==> config.mk <==
export PLATFORM = sky130hd
export DESIGN_NAME = serial_subtractor
export DESIGN_NICKNAME = d
export VERILOG_FILES = /design/src/rtl/serial_arith_pkg.sv /design/src/rtl/full_subtractor.sv /design/src/rtl/serial_subtractor.sv
export SDC_FILE = /design/constraint.sdc
export NUM_CORES = 1
export LEC_CHECK = 0
export ABC_AREA = 1
export ABC_CLOCK_PERIOD_IN_PS = 1900
export BUFFER_PORTS_ARGS = -buffer_cell sky130_fd_sc_hd__buf_2
export CAP_MARGIN = 20
export CORE_MARGIN = 4
export CORE_UTILIZATION = 44
export DETAILED_ROUTE_END_ITERATION = 8
export PLACE_DENSITY = 0.73
export SLEW_MARGIN = 5
export SYNTH_ARGS = -nofsm -noshare
export SYNTH_HDL_FRONTEND = slang
export SYNTH_SLANG_ARGS = --single-unit
==> constraint.sdc <==
create_clock -name clk -period 1.9 [get_ports clk]
set_clock_uncertainty 0.05 [all_clocks]
set_input_delay 0.57 -clock clk [delete_from_list [all_inputs] [get_ports clk]]
set_output_delay 0.57 -clock clk [all_outputs]
set_load 0.02 [all_outputs]
==> src/rtl/serial_arith_pkg.sv <==
// rtl/serial_arith_pkg.sv - shared state encoding and defaults for bit-serial arithmetic blocks
package serial_arith_pkg;

  localparam int DEFAULT_WIDTH = 8;

  typedef enum logic [1:0] {
    IDLE = 2'd0,
    RUN  = 2'd1,
    DONE = 2'd2
  } state_t;

endpackage

==> src/rtl/full_subtractor.sv <==
// rtl/full_subtractor.sv - single-bit combinational subtractor cell (x - y - bi)
module full_subtractor (
  input  logic x,
  input  logic y,
  input  logic bi,
  output logic d,
  output logic bo
);

  always_comb begin
    d  = x ^ y ^ bi;
    // Borrow when y exceeds x, or when they are equal and a borrow arrives.
    bo = (~x & y) | (~(x ^ y) & bi);
  end

endmodule

==> src/rtl/serial_subtractor.sv <==
// rtl/serial_subtractor.sv - LSB-first bit-serial subtractor, one bit per clock
module serial_subtractor
  import serial_arith_pkg::*;
#(
  parameter int WIDTH = DEFAULT_WIDTH
) (
  input  logic             clk,
  input  logic             rst_n,
  input  logic             start,
  input  logic [WIDTH-1:0] a,
  input  logic [WIDTH-1:0] b,
  input  logic             bin,
  output logic             busy,
  output logic             done,
  output logic [WIDTH-1:0] diff,
  output logic             bout
);

  localparam int CW = $clog2(WIDTH + 1);
  localparam logic [CW-1:0] LAST = CW'(WIDTH - 1);

  state_t           state;
  state_t           state_next;
  logic [WIDTH-1:0] a_reg;
  logic [WIDTH-1:0] b_reg;
  logic             br;
  logic [CW-1:0]    cnt;
  logic             d_bit;
  logic             bo_bit;
  logic             last_bit;

  full_subtractor u_cell (
    .x  (a_reg[0]),
    .y  (b_reg[0]),
    .bi (br),
    .d  (d_bit),
    .bo (bo_bit)
  );

  assign last_bit = (cnt == LAST);

  always_ff @(posedge clk or negedge rst_n) begin
    if (!rst_n) begin
      state <= IDLE;
    end else begin
      state <= state_next;
    end
  end

  always_comb begin
    state_next = state;
    busy       = 1'b0;
    done       = 1'b0;
    unique case (state)
      IDLE: begin
        if (start) begin
          state_next = RUN;
        end
      end
      RUN: begin
        busy = 1'b1;
        if (last_bit) begin
          state_next = DONE;
        end
      end
      DONE: begin
        done       = 1'b1;
        state_next = IDLE;
      end
      default: begin
        state_next = IDLE;
      end
    endcase
  end

  // Operands shift right so the cell always sees the current bit at index 0;
  // the result fills from the MSB side and lands aligned after WIDTH shifts.
  always_ff @(posedge clk or negedge rst_n) begin
    if (!rst_n) begin
      a_reg <= '0;
      b_reg <= '0;
      br    <= 1'b0;
      cnt   <= '0;
      diff  <= '0;
      bout  <= 1'b0;
    end else begin
      case (state)
        IDLE: begin
          if (start) begin
            a_reg <= a;
            b_reg <= b;
            br    <= bin;
            cnt   <= '0;
          end
        end
        RUN: begin
          a_reg <= a_reg >> 1;
          b_reg <= b_reg >> 1;
          br    <= bo_bit;
          diff  <= {d_bit, diff[WIDTH-1:1]};
          cnt   <= cnt + 1'b1;
          if (last_bit) begin
            bout <= bo_bit;
          end
        end
        default: begin
        end
      endcase
    end
  end

endmodule

==> results.cfg, run 1 <==
[critical_path]
worstSetupPathType = reg2out
start_kind = flip-flop
cp-end-kind = output port
cp_data_required_time_ps = 1280
reg2reg_to = br
reg2reg_depth = 4
r2r_start = state[0]
r2r_setup_slack_ps = 520
worst_ep_arrival_time_ps = 1200
path_max_fanout = 4

[drt]
wirelength_um = 2910
num_vias = 1194
first_iter_violations = 82
ant_nets = 0
drcViolationCount = 0
dr.pass1.iters = 4
viasPerCell = 5.00
avgRoutedWirePerCell_um = 12.2

[cts]
clockBufferDepth = 2
clk_root_buffer_cell = clkbuf_4
cts_tree = yes
post_cts_resized = 0
postCtsHoldBufs = 0
cts-buffers-inserted = 5
cts_max_level = 2
clkTransAtPathRegs_ps = 90
post_cts_buffers = 0
clk_latency_ps = 330
clock-sinks = 32

[global_routing]
grt-ovfl-total = 0
antenna_found_initial = 0
grt_max_degree = 34
track_usage = 0.154
grt_pass1_wl_um = 5050
grt_pass1_vias = 1128

[worst_hold_path]
hp-class = in2async

[final_layout]
nNetsFinal = 216
area_growth_pct = 16.1
final_cell_area_um2 = 1650
stdcell_count = 239
drive_above_1_share = 0.221
num_antenna_cells = 0
fillerInstances = 304

[synth]
yosys_most_used_dff = dfrtp_1
syn-num-nets = 186
synth.largest_area_cell = dfrtp_1
synth_edf_count = 0
synth_most_common_cell = nand2_1
ys_warn_count = 0
syn_inst = 164
ys_seq_elements = 32
synth_cell_type_count = 18
synthTopCellsByCount = 51 x nand2_1, 38 x nand3_1, 32 x dfrtp_1
avgSynthCellArea_um2 = 8.66
synth-seq-area-share = 0.564
async_flop_share = 1.00
yosys-top-cells-area = dfrtp_1 56%, nand2_1 13%, nand3_1 13%
synth_top_area_frac = 0.564
netlist_area_um2 = 1420

[die]
coreArea_um2 = 3080
die_x_um = 64.8
initial_core_util = 0.461
die_height_um = 64.8
die_area_um2 = 4200
io_pins = 31
rows = 20

[placement]
globalplace.congestion = 0.782
post-place-ws_ps = 427
place_area_um2 = 1590
port-buffer-count = 30
hpwl_um = 2060
dp.cells = 231

[timing]
finalCriticalPeriod_ps = 1820
hold_violations = 0
slew_viol_final = 0
fmax_mhz = 550
setup_ws_ps = 83.5
rsz0062_at_grt = no
worstMarginPinSlew_ps = 697
setup_tns_ps = 0
post-route-period-util = 0.956
setup_viol_count_final = 0
timing.slew.headroom = 0.535

[power_and_ir_drop]
ir_worst_vdd_uv = 707
p_leak_uw = 0.000860
power_density_nw_per_um2 = 1570
power_uw = 2580

[status]
status = finished, final reports clean

[job]
drv_cap = 0
-- layout make-up --
| cell class | count | area [um2] | share of cell area |
|---|---|---|---|
| flip-flops and latches | 32 | 801 | 0.486 |
| multi-input cells | 112 | 528 | 0.320 |
| repair buffers | 32 | 165 | 0.100 |
| clock buffers | 8 | 58.8 | 0.0357 |
| well taps | 44 | 55.1 | 0.0334 |
| inverters | 11 | 41.3 | 0.0250 |
-- how the worst max path moves through the flow --
stage                     startpoint  slack (ps)  cells after the start       end
after floorplan             state[0]         500                      3      busy
after global placement         start         480                      5  b_reg[0]
after detailed placement       start         430                      5  a_reg[6]
after CTS                   state[0]          80                      3      busy
after global routing        state[0]          20                      3      busy
final                       state[0]          80                      3      busy
-- metal layers --
layer / wire, um / track usage
met1: 1240 / 0.191
met2: 1390 / 0.250
met3: 225 / 0.0451
met4: 48 / 0.0633
met5: 0 / 0
-- worst max-delay path: stages (launching register included) --
cell and delay, ps:
dfrtp_1 480, inv_2 40, nor2_1 150, buf_2 190
-- power breakdown --
part / total (uW) / switching [uW] / internal [uW]
Sequential: 1160 / 196 / 963
Combinational: 1030 / 667 / 359
Clock: 397 / 215 / 182
-- cell families (layout without fill, tap and decap cells) --
family | count (synthesis) | in the layout | share of synthesized area
and+or+nand+nor | 97 | 97 | 0.300
adders and majority gates | 2 | 2 | 0.0229
AOI/OAI and AO/OA | 12 | 12 | 0.0423
DFF | 32 | 32 | 0.564
xor gates and xnor gates | 1 | 1 | 0.00617
buffers and inverters | 20 | 51 | 0.0643
-- placed cells by master, fill, tap and decap left out, drive strengths merged, types with 5 or more instances in the layout --
cell,instances
nand3,38
buf,32
inv,11
clkbuf,8
dfrtp,32
o21ai,11
nor2,5
nand2,53
-- metrics by stage --
stage / util / hold slack (ps)
after detailed placement: 0.517 / 429
final: 0.536 / 224
after global placement: 0.517 / 415
after global routing: 0.536 / 256
after floorplan: - / 224
after CTS: 0.536 / 243
Power figures use the tool's default switching activity.
==> inputs of run 2 (changes only) <==
--- a/config.mk
+++ b/config.mk
@@ -9,11 +9,13 @@
 export ABC_CLOCK_PERIOD_IN_PS = 1900
 export BUFFER_PORTS_ARGS = -buffer_cell sky130_fd_sc_hd__buf_2
 export CAP_MARGIN = 20
+export CORE_ASPECT_RATIO = 1.5
 export CORE_MARGIN = 4
 export CORE_UTILIZATION = 44
 export DETAILED_ROUTE_END_ITERATION = 8
 export PLACE_DENSITY = 0.73
-export SLEW_MARGIN = 5
+export SKIP_LAST_GASP = 1
+export SLEW_MARGIN = 15
 export SYNTH_ARGS = -nofsm -noshare
 export SYNTH_HDL_FRONTEND = slang
 export SYNTH_SLANG_ARGS = --single-unit
==> run 2 against run 1 <==
Net effect: routed wire length grew 0.96%; clock-buffer cell count shrank 1; largest power group unchanged; final cell count shrank 1.7%; highest routed layer unchanged; largest cell class unchanged; setup slack gained 70 ps; worst hold slack gained 24 ps.
==> results.cfg, run 2 (same netlist as run 1, synthesis figures left out) <==
[status]
status = finished, final reports clean

[cts]
cts_tree = yes
post_cts_buffers = 0
clockBufferDepth = 2
cts-buffers-inserted = 5
clk_latency_ps = 280
cts_max_level = 2
post_cts_resized = 0
clock-sinks = 32
postCtsHoldBufs = 0
clk_root_buffer_cell = clkbuf_8
clkTransAtPathRegs_ps = 60

[timing]
rsz0062_at_grt = no
slew_viol_final = 0
setup_tns_ps = 0
hold_ws_ps = 249
worstMarginPinSlew_ps = 550
finalCriticalPeriod_ps = 1750
post-route-period-util = 0.919
setup_viol_count_final = 0
fmax_mhz = 573
hold_violations = 0
timing.slew.headroom = 0.632

[power_and_ir_drop]
switching_share = 0.399
power_density_nw_per_um2 = 1620
p_comb_frac = 0.375
clkPwrFrac = 0.203
power.switching_uw = 1090
ir_worst_vdd_uv = 794
intPower_uw = 1640
p_seq_frac = 0.422
p_leak_uw = 0.000883

[global_routing]
grt-ovfl-total = 0
grt_pass1_wl_um = 5150
antenna_found_initial = 0
grt_max_degree = 34
grt_pass1_vias = 1159
track_usage = 0.167

[final_layout]
num_antenna_cells = 0
stdcell_count = 235
area_growth_pct = 18.9
nNetsFinal = 217
drive_above_1_share = 0.231
layout_common_cells = 51 x nand2_1, 38 x nand3_1, 32 x dfrtp_1, 30 x buf_2, 11 x o21ai_0
fin_util = 0.540
final_cell_area_um2 = 1690
fillerInstances = 313
layout_commonest_cell = nand2_1

[worst_hold_path]
hp-class = in2async

[critical_path]
start_kind = flip-flop
worstSetupPathType = reg2out
cp-end-kind = output port
r2r_start = state[0]
worst_ep_arrival_time_ps = 1130
path_max_fanout = 4
reg2reg_to = br
max_stage_delay_ps = 450
cp_data_required_time_ps = 1280
r2r_setup_slack_ps = 530
cp_top_family = flip-flops
worstPathCellList = inv_2 > nor2_1 > buf_2
slowest_stage = dfrtp_1
reg2reg_depth = 4
crit_buf_inv = 2

[die]
die_area_um2 = 4220
initial_core_util = 0.454
die_height_um = 77.6
io_pins = 31
rows = 25
die_x_um = 54.4
coreArea_um2 = 3130

[job]
drv_cap = 0

[drt]
ant_nets = 0
drcViolationCount = 0
wirelength_um = 2940
num_vias = 1180
viasPerCell = 5.02
first_iter_violations = 36
dr.pass1.iters = 4
avgRoutedWirePerCell_um = 12.5

[placement]
hpwl_um = 2000
globalplace.congestion = 0.724
dp.cells = 228
place_area_um2 = 1590
port-buffer-count = 30
==> run 2: changes by cell type in the layout (fill, tap and decap cells not counted), sizes merged <==
cell / before / now
clkbuf: 8 / 7
buf: 32 / 33
==> run 2: worst max path at each step <==
stage	startpoint	endpoint	depth (start not counted)
2_1_floorplan	state[0]	busy	3
3_3_place_gp	state[0]	busy	3
3_5_place_dp	start	a_reg[0]	5
4_1_cts	state[0]	busy	3
5_1_grt	state[0]	busy	3
6_report	state[0]	busy	3
==> run 2: power by group through the flow <==
stage	combinational [uW]	sequential [uW]	clock (uW)
final	1030	1160	555
after CTS	1050	1160	573
after global routing	1200	1200	597
after detailed placement	1040	1170	0
after global placement	1030	1160	0
after floorplan	693	1230	0
==> run 2: per-layer routing <==
layer,share of wire,wire length [um],track usage,vias up
met5,0,0,0,-
met4,0.021,62,0.0823,0
met3,0.046,135,0.0461,7
met2,0.53,1550,0.263,23
met1,0.41,1190,0.204,561
li1,-,-,-,589
==> run 2: layout make-up <==
| class | count | area, um2 | share of cell area |
|---|---|---|---|
| inverters | 11 | 41.3 | 0.0244 |
| clock buffers | 7 | 96.3 | 0.0570 |
| flip-flops and latches | 32 | 801 | 0.474 |
| repair buffers | 33 | 173 | 0.102 |
| multi-input cells | 112 | 528 | 0.313 |
| well taps | 40 | 50.0 | 0.0296 |
==> run 2: metrics by stage <==
step	total power, uW	worst slack [ps]
floorplan	1920	497
global placement	2190	412
detailed placement	2210	392
CTS	2780	117
global route	2990	60.9
finish	2740	154
==> inputs of run 3 (changes only) <==
--- a/config.mk
+++ b/config.mk
@@ -10,7 +10,6 @@
 export BUFFER_PORTS_ARGS = -buffer_cell sky130_fd_sc_hd__buf_2
 export CAP_MARGIN = 20
 export CORE_ASPECT_RATIO = 1.5
-export CORE_MARGIN = 4
 export CORE_UTILIZATION = 44
 export DETAILED_ROUTE_END_ITERATION = 8
 export PLACE_DENSITY = 0.73
==> run 3 against run 2 <==
Net effect: total power is 0.82% lower; non-clock buffer count is 1 lower; critical endpoint unchanged; final cell count is 0.43% lower; largest cell class unchanged; clock power is 4.3% lower; global-route usage is 1.9 points higher; critical path type unchanged.
==> results.cfg, run 3 (same netlist as run 1, synthesis figures left out) <==
[status]
status = finished, final reports clean

[power_and_ir_drop]
p_leak_uw = 0.000879
power_density_nw_per_um2 = 1620
ir_worst_vdd_uv = 1170

[global_routing]
grt_pass1_vias = 1147
grt-ovfl-total = 0
grt_max_degree = 34
antenna_found_initial = 0
grt_use_met3 = 0.0446
use_met1 = 0.212
grt_pass1_wl_um = 4860
met2_usage = 0.327
track_usage = 0.186
grt.busiest_layer = met2

[drt]
drcViolationCount = 0
ant_nets = 0
wirelength_um = 2760
viasPerCell = 4.94
avgRoutedWirePerCell_um = 11.8
dr.pass1.iters = 4
first_iter_violations = 39
num_vias = 1156

[timing]
worstMarginPinSlew_ps = 687
hold_ws_ps = 274
setup_viol_count_final = 0
setup_tns_ps = 0
finalCriticalPeriod_ps = 1710
post-route-period-util = 0.899
timing.slew.headroom = 0.542
rsz0062_at_grt = no
slew_viol_final = 0
hold_violations = 0
fmax_mhz = 585

[die]
die_height_um = 71.6
initial_core_util = 0.473
coreArea_um2 = 3000
die_area_um2 = 3460
io_pins = 31
rows = 24
die_x_um = 48.4

[critical_path]
crit_start = state[0]
r2r_setup_slack_ps = 530
worstPathCellList = inv_2 > nor2_1 > buf_2
start_kind = flip-flop
reg2reg_depth = 4
max_stage_delay_ps = 460
reg2reg_to = br
worst_ep_arrival_time_ps = 1090
cp_data_required_time_ps = 1280
worstSetupPathType = reg2out
slowest_stage = dfrtp_1
r2r_start = state[0]
path_max_fanout = 4
cp-end-kind = output port

[cts]
clk_latency_ps = 280
cts_tree = yes
post_cts_resized = 0
clkTransAtPathRegs_ps = 70
postCtsHoldBufs = 0
cts-buffers-inserted = 5
clockBufferDepth = 2
clock-sinks = 32
cts_max_level = 2
post_cts_buffers = 0
clk_root_buffer_cell = clkbuf_8

[final_layout]
layout_commonest_cell = nand2_1
num_antenna_cells = 0
layout_common_cells = 51 x nand2_1, 38 x nand3_1, 32 x dfrtp_1, 30 x buf_2, 11 x o21ai_0
area_growth_pct = 18.1
nNetsFinal = 216
drive_above_1_share = 0.231

[job]
drv_cap = 0

[placement]
globalplace.congestion = 0.813
port-buffer-count = 30
hpwl_um = 1930

[worst_hold_path]
hp-class = in2async
## run 3: cell types whose count changed in the layout (fill, tap and decap cells not counted), sizes merged
cell,change
clkinv,+2
buf,-1
clkbuf,-1
## run 3: layout make-up
cell class / count / area (um2)
Clock inverter: 2 / 10.0
Sequential cell: 32 / 801
Timing Repair Buffer: 32 / 165
Fill cell: 277 / 1330
Multi-Input combinational cell: 112 / 528
Tap cell: 39 / 48.8
Inverter: 11 / 41.3
Clock buffer: 6 / 82.6
## run 3: how the worst max path moves through the flow
stage          endpoint  slack [ps]  depth (start not counted)
6_report           busy         190                          3
5_1_grt            busy          90                          3
3_5_place_dp         br         380                          6
3_3_place_gp         br         420                          6
4_1_cts            busy         160                          3
2_1_floorplan      busy         500                          3
## run 3: metal layers
metal / vias up / part of all wire / routed length (um)
li1: 585 / - / -
met1: 536 / 0.42 / 1170
met2: 30 / 0.52 / 1430
met3: 5 / 0.041 / 114
met4: 0 / 0.018 / 50
met5: - / 0 / 0
## run 3: worst max-delay path: cells and delay by family, from the launching register on
family / cells / cell delay, ps
flops: 1 / 460
simple gates: 1 / 120
buf+inv: 2 / 230
## run 3: metrics by stage
stage          instances  setup slack [ps]  cell area, um2   util  power [uW]
2_1_floorplan        164               497            1420      -        1920
3_3_place_gp         226               423            1580  0.528        2150
3_5_place_dp         226               375            1580  0.528        2210
4_1_cts              234               158            1680  0.558        2760
5_1_grt              234              89.9            1680  0.558        2950
6_report             234               191            1680  0.558        2710
## run 3: report_power, final
part           internal (uW)  leakage, uW  switching (uW)
combinational            361     0.000419             673
clock                    288    0.0000510             243
sequential               965     0.000408             184
